[src/rtl/noc_pkg.sv]
// Shared definitions for the 9-bit flit network: flit geometry and the
// holding-register states of the merge stage.
package noc_pkg;

   localparam int unsigned FLIT_W  = 9;
   localparam int unsigned ADDR_HI = 8;
   localparam int unsigned ADDR_LO = 5;

   typedef logic [FLIT_W-1:0] flit_t;

   typedef enum logic [1:0] {
      EMPTY     = 2'b00,
      BOTH      = 2'b11,
      DATA_ONLY = 2'b10,
      WIN_ONLY  = 2'b01
   } merge_st_e;

endpackage : noc_pkg

[src/rtl/rr_arb2.sv]
// Two-way round-robin arbiter: combinational grant index plus the registered
// pointer to the last winner, advanced only when a grant is actually used.
module rr_arb2 (
   input  logic clk,
   input  logic reset,
   input  logic i_req0,
   input  logic i_req1,
   input  logic i_update,
   output logic o_grant
);

   logic r_last;

   always_comb begin
      o_grant = 1'b0;
      if (i_req0 && i_req1) begin
         o_grant = ~r_last;
      end else if (i_req1) begin
         o_grant = 1'b1;
      end
   end

   // Reset to 1 so input 0 wins the first contention.
   always_ff @(posedge clk) begin
      if (reset) begin
         r_last <= 1'b1;
      end else if (i_update) begin
         r_last <= o_grant;
      end
   end

endmodule : rr_arb2

[src/rtl/arbiter_merge.sv]
// Round-robin merge of two flit streams into one output channel, with the
// winning input index released on an independent token side channel.
module arbiter_merge
   import noc_pkg::*;
#(
   parameter int unsigned WIDTH = FLIT_W
) (
   input  logic             clk,
   input  logic             reset,
   input  logic             in0_valid,
   output logic             in0_ready,
   input  logic [WIDTH-1:0] in0_data,
   input  logic             in1_valid,
   output logic             in1_ready,
   input  logic [WIDTH-1:0] in1_data,
   output logic             out_valid,
   input  logic             out_ready,
   output logic [WIDTH-1:0] out_data,
   output logic             win_valid,
   input  logic             win_ready,
   output logic             win
);

   merge_st_e        r_state;
   merge_st_e        w_state_nxt;
   logic [WIDTH-1:0] r_data;
   logic             r_win;
   logic             w_dp;
   logic             w_wp;
   logic             w_dtake;
   logic             w_wtake;
   logic             w_free;
   logic             w_grant;
   logic             w_load;

   assign w_dp    = (r_state == BOTH) || (r_state == DATA_ONLY);
   assign w_wp    = (r_state == BOTH) || (r_state == WIN_ONLY);
   assign w_dtake = w_dp && out_ready;
   assign w_wtake = w_wp && win_ready;

   // Free when nothing remains pending after this cycle's takes; blocked in reset.
   assign w_free = !reset && (!w_dp || w_dtake) && (!w_wp || w_wtake);

   rr_arb2 u_arb (
      .clk      (clk),
      .reset    (reset),
      .i_req0   (in0_valid),
      .i_req1   (in1_valid),
      .i_update (w_load),
      .o_grant  (w_grant)
   );

   assign in0_ready = w_free && in0_valid && !w_grant;
   assign in1_ready = w_free && in1_valid &&  w_grant;
   assign w_load    = in0_ready || in1_ready;

   always_comb begin
      w_state_nxt = r_state;
      case (r_state)
         EMPTY: begin
            if (w_load) w_state_nxt = BOTH;
         end
         BOTH: begin
            if (w_dtake && w_wtake) begin
               w_state_nxt = w_load ? BOTH : EMPTY;
            end else if (w_dtake) begin
               w_state_nxt = WIN_ONLY;
            end else if (w_wtake) begin
               w_state_nxt = DATA_ONLY;
            end
         end
         DATA_ONLY: begin
            if (w_dtake) w_state_nxt = w_load ? BOTH : EMPTY;
         end
         WIN_ONLY: begin
            if (w_wtake) w_state_nxt = w_load ? BOTH : EMPTY;
         end
         default: w_state_nxt = EMPTY;
      endcase
   end

   always_ff @(posedge clk) begin
      if (reset) begin
         r_state <= EMPTY;
         r_data  <= '0;
         r_win   <= 1'b0;
      end else begin
         r_state <= w_state_nxt;
         if (w_load) begin
            r_data <= w_grant ? in1_data : in0_data;
            r_win  <= w_grant;
         end
      end
   end

   assign out_valid = w_dp;
   assign win_valid = w_wp;
   assign out_data  = r_data;
   assign win       = r_win;

endmodule : arbiter_merge

[config.mk]
export PLATFORM = sky130hd
export DESIGN_NAME = arbiter_merge
export DESIGN_NICKNAME = d
export VERILOG_FILES = /design/src/rtl/noc_pkg.sv /design/src/rtl/rr_arb2.sv /design/src/rtl/arbiter_merge.sv
export SDC_FILE = /design/constraint.sdc
export NUM_CORES = 1
export LEC_CHECK = 0
export CAP_MARGIN = 20
export CORE_MARGIN = 2
export CORE_UTILIZATION = 55
export DETAILED_ROUTE_END_ITERATION = 16
export DONT_BUFFER_PORTS = 1
export PLACE_DENSITY = 0.7
export SETUP_SLACK_MARGIN = 0.1
export SLEW_MARGIN = 25
export SYNTH_ARGS = -nofsm -noshare
export SYNTH_HDL_FRONTEND = slang
export SYNTH_SLANG_ARGS = --single-unit
[constraint.sdc]
create_clock -name clk -period 2.15 [get_ports clk]
set_input_delay 0.5375 -clock clk [delete_from_list [all_inputs] [get_ports clk]]
set_output_delay 0.5375 -clock clk [all_outputs]
set_load 0.005 [all_outputs]
# After elaboration in Yosys (flattened, before gate mapping)

Index checks and enable logic that the tools add are counted.

Logic and storage cells: 44
Input bits: 24
Register bits: 13

Bitwise operators: 1
Eq/ne operators: 7
Reduce and logical (&&, ||, !) cells: 21
Muxes and demuxes: 11

Operators with widths:

| operator                                       | number |
|---|---|
| two-way mux 2 bit                              | 7 |
| logical AND 1 bit                              | 10 |
| two-way mux 9 bit                              | 1 |
| one-hot mux 2 bit (4 select lines)             | 1 |
| != test 2 bit (second input constant)          | 3 |
| logical OR 1 bit                               | 5 |
| == test 2 bit (second input constant)          | 2 |
| logical NOT 1 bit                              | 4 |
| != test 4 x 3 -> 1 bit (second input constant) | 1 |
| AND reduction 4 bit                            | 1 |
| == test 2 x 1 -> 1 bit (second input constant) | 1 |
| logical NOT 2 bit                              | 1 |
| two-way mux 1 bit                              | 2 |
| inverter 1 bit                                 | 1 |

# Longest topological paths before layout

Word-level depth: 12
Gate-level depth with buffers: 7

# Hierarchy

From an unflattened synthesis, not the netlist that was laid out.

Cells, all modules: 81
Area, all modules: 768.2 µm²

Modules (own cells, without submodules):

| module        | sequential area each (µm²) | instances | cells an instance | area each (µm²) |
|---|---|---|---|---|
| arbiter_merge | 240.2                      | 1         | 77                | 725.7 |
| rr_arb2       | 20.0                       | 1         | 4                 | 42.5 |

# Least setup slack after synthesis

OpenSTA, ideal clock, no wires.

Path type: in2out
From: input in1_valid
To: output in0_ready
Buffers on the path: 1
Stages on the path: 3
Data required time: 1.612 ns
Path slack: 0.400 ns
Arrival time: 1.212 ns
Cell sequence: a21boi_0 -> buf_2 -> and3b_1

Cells in the longest elaborated chain, start to end: 4
Elaborated cells between the ends (all ways): 5

RTL lines:

| item                                                          | line                         | RTL |
|---|---|---|
| start: declaration                                            | arbiter_merge.sv:13          | `input logic in1_valid,` |
| two-way mux 1 bit / logical AND 1 bit (equally long branches) | rr_arb2.sv:18, rr_arb2.sv:16 |  |
| two-way mux 1 bit (*)                                         | rr_arb2.sv:16                | `if (i_req0 && i_req1) begin` |
| logical NOT 1 bit (*)                                         | arbiter_merge.sv:53          | `assign in0_ready = w_free && in0_valid && !w_grant;` |
| logical AND 1 bit (*)                                         | arbiter_merge.sv:53          |  |
| end: declaration                                              | arbiter_merge.sv:11          | `output logic in0_ready,` |

Every way passes the cells marked *; elsewhere a longest branch is shown, timed or not.

# Worst setup path in the final report

From: register r_state[1]
To: output in0_ready

Cells in the longest elaborated chain, start to end: 8
Elaborated cells between the ends (all ways): 15

RTL lines:

| item                                                          | line                                     | RTL |
|---|---|---|
| start: declaration                                            | arbiter_merge.sv:24                      | `merge_st_e r_state;` |
| start signal: assignment                                      | arbiter_merge.sv:88                      | `r_state <= w_state_nxt;` |
| == test 2 bit, on equally long branches                       | arbiter_merge.sv:36, arbiter_merge.sv:37 |  |
| logical OR 1 bit                                              | arbiter_merge.sv:36                      | `assign w_dp = (r_state == BOTH) \|\| (r_state == DATA_ONLY);` |
| logical NOT 1 bit / logical AND 1 bit (equally long branches) | arbiter_merge.sv:42, arbiter_merge.sv:38 |  |
| logical OR 1 bit                                              | arbiter_merge.sv:42                      | `assign w_free = !reset && (!w_dp \|\| w_dtake) && (!w_wp \|\| w_wtake);` |
| logical AND 1 bit                                             | arbiter_merge.sv:42                      |  |
| logical AND 1 bit (*)                                         | arbiter_merge.sv:42                      |  |
| logical AND 1 bit (*) (2 in a row)                            | arbiter_merge.sv:53                      |  |

Marked as above.

==> key figures <==
Critical path
  • Req. time, crit path: 1.61 ns
  • Crit Path Max Fanout: 4
  • Reg2reg path depth: 8
  • CP top delay family: flip-flops
  • CP bufs+invs: 1
  • Crit path max-delay cell type: dfxtp_4
  • Worst r2r dst: r_state[0]$_SDFFE_PP0P_
  • Critical path depth: 5
  • Critical path data arrival time: 1.46 ns
  • Setup CP Type: reg2out
  • Crit Reg-Reg Startpoint: r_state[1]$_SDFFE_PP0P_
  • Crit path capture: in0_ready
  • Setup crit start: r_state[1]$_SDFFE_PP0P_
  • Reg2Reg Setup Slack: approximately 0.22 ns
  • CP cell instances: buf_6, ha_4, o21ba_4, nor3_4, and3b_1
  • Startpoint Class: flip-flop
  • Critical Path Sink Type: output port
  • CP max stage delay: approximately 0.37 ns

Timing
  • Fmax: 0.500 GHz
  • RSZ-0062 raised after global routing: true
  • Final period util: 0.930
  • Fin. max-slew vios: 0
  • Rel. slew slack: 0.780
  • Worst-Margin Slew: ~0.33 ns
  • Min cycle time layout: 2.00 ns
  • Final Setup Violations: 0
  • Worst Skew: 0.00560 ns
  • TNS Setup: 0 ns
  • Final Hold Viols: 0

Place
  • HPWL after detailed placement: around 1100 µm
  • RD Place Congestion: 0.683
  • Port buffer count: 0

CTS
  • Clock sinks: 13
  • Clock buffer count from CTS: 3
  • CTS Buffer Depth: 2
  • # H-tree levels: 1
  • Worst-Skew Late Latency: around 0.27 ns
  • Clock root cell: clkbuf_4
  • CTS tree: yes
  • Clk slew on worst S/H paths: 0.08 ns

Yosys
  • Largest family of logic cells by synthesized area: compound AO/OA/AOI/OAI gates
  • Seq cells post-synth: 13
  • Avg Synthesized Cell Area: between 9 and 10 µm²
  • Gate count of the mapped netlist: 81
  • Synth Area in XOR/XNOR: 0
  • Post-Syn Area: 743 µm²
  • Post-Synth Adder-Cell Area: 0.0673
  • Unique masters post-synth: 26
  • Synth Area in Compound Gates: 0.222
  • Mux cell area share after synthesis: 0.121
  • Post-synth ARST share: 0
  • Register area share after synthesis: 0.350
  • Post-synth EDFFs: 0
  • Synth warnings: 0
  • Net Count, Synth: 109
  • Synth Area in Simple Gates: 0.177
  • Ys flop type: dfxtp_1

Power and ir drop
  • PD cells: approximately 1100 mW/mm²
  • VDD IR max: slightly below 600 µV
  • Static Leak: 0.353 nW

Drt
  • Post-DRT Antenna Nets: 0
  • WL final: 1530 µm
  • Drt initial violations: 1
  • DR WL/cell: 14.7 µm
  • DR pass1 iterations: 2
  • Routed vias/inst: 5.81
  • DRC viols: 0
  • Total number of vias: 604

Die
  • Die height: between 40 and 50 µm
  • Initial Utilization: 0.578
  • Die width: a little over 40 µm
  • Io pins: 38
  • Row cnt: 13
  • Core box area: 0.00128 mm²
  • Die area: 0.00166 mm²

Cells and area
  • Net count of the finished layout: 118
  • Synth-to-Final Area Change: 20.2%
  • Filler cell count: 104
  • Fraction of layout cells with a size suffix above 1: 0.281
  • Antenna cells: 0
  • Core Util, Final: 0.695

Global routing
  • Gr usage total: 0.210
  • Largest net degree at the start of global routing: 17
  • Number of global-route vias before repair: 564
  • First-pass GRT wire length: 2270 µm
  • Total grt overflow: 0
  • Antenna violations before repair: 0

Run status
  • Status: finished, final reports clean

Min path
  • Hold Crit Class: in2reg

Job
  • MaxCap Viol Count: 0
## how the worst min path moves through the flow
stage	startpoint	to	slack (ns)	cells past startpoint
6_report	reset	out_data[4]$_SDFFE_PP0N_	0.32	1
5_1_grt	reset	out_data[4]$_SDFFE_PP0N_	0.30	1
4_1_cts	reset	out_data[4]$_SDFFE_PP0N_	0.31	1
3_5_place_dp	win$_SDFFE_PP0N_	win$_SDFFE_PP0N_	0.47	2
3_3_place_gp	win$_SDFFE_PP0N_	win$_SDFFE_PP0N_	0.47	2
2_1_floorplan	win$_SDFFE_PP0N_	win$_SDFFE_PP0N_	0.47	2
## cell usage after synthesis (all sizes together), types with 2 or more instances
cell / count / area, µm²
mux2i: 9 / 90.1
buf: 3 / 23.8
o21ai: 2 / 10.0
nor2: 10 / 37.5
a211oi: 11 / 87.6
a221oi: 2 / 17.5
nand2: 3 / 11.3
a21oi: 3 / 15.0
dfxtp: 13 / 260
or2: 2 / 12.5
o21ba: 2 / 20.0
inv: 5 / 18.8
ha: 4 / 50.1
nor3: 3 / 15.0
nor2b: 2 / 12.5
## registers in the layout (all words and copies together) (netlist names)
register and flops:
r_state 2, out_data 9, win 1, u_arb.r_last 1
## metrics by stage
stage	setup WS (ns)	instances	power [W]	hold WS (ns)	instance area (µm²)
after floorplan	0.400	81	0.000648	0.467	743
after global placement	0.314	96	0.000707	0.472	764
after detailed placement	0.302	96	0.000719	0.475	764
after CTS	0.103	100	0.000873	0.315	798
after global routing	0.0703	104	0.00107	0.301	893
final	0.151	104	0.000989	0.321	893
## layout make-up
type | instances | area (µm²) | share of cell area
Sequential cell | 13 | 268 | 0.300
Inverter | 5 | 18.8 | 0.0210
Tap cell | 15 | 18.8 | 0.0210
Timing Repair Buffer | 8 | 63.8 | 0.0714
Multi-Input combinational cell | 59 | 498 | 0.557
Clock buffer | 4 | 26.3 | 0.0294
## power by group
part,switching [W],internal [W],total (W)
Sequential,0.0000612,0.000309,0.000370
Clock,0.0000794,0.0000717,0.000151
Combinational,0.000225,0.000242,0.000468
Total,0.000366,0.000623,0.000989
## cell usage in the layout, fill, tap and decap left out, types with 3 or more instances in the layout
cell type / instances
nor2_1: 10
buf_4: 7
ha_4: 3
inv_1: 3
dfxtp_1: 11
a21oi_1: 3
mux2i_1: 9
nand2_1: 3
a211oi_1: 10
clkbuf_4: 3
## layer usage
metal | routed length, µm | track usage | vias up
met5 | 0 | 0 | -
met4 | 12 | 0.100 | 0
met3 | 100 | 0.0489 | 2
met2 | 802 | 0.353 | 21
met1 | 613 | 0.248 | 274
li1 | - | - | 307
## what timing repair did
action | CTS | global route
endpoints found under the setup margin | 2 | 2
pin swaps | 0 | 5
gates cloned | 0 | 0
gates resized for setup | 3 | 15
setup buffers | 0 | 4
hold buffers | 0 | 0
## logic make-up after synthesis
logic type	count (synthesis)
AO/OA/AOI/OAI	22
adder cells (fa/ha/maj)	4
AND/OR/NAND/NOR	24
flip-flops	13
buffers and inverters	9
multiplexers	9
(Power assumes the default switching activity.)
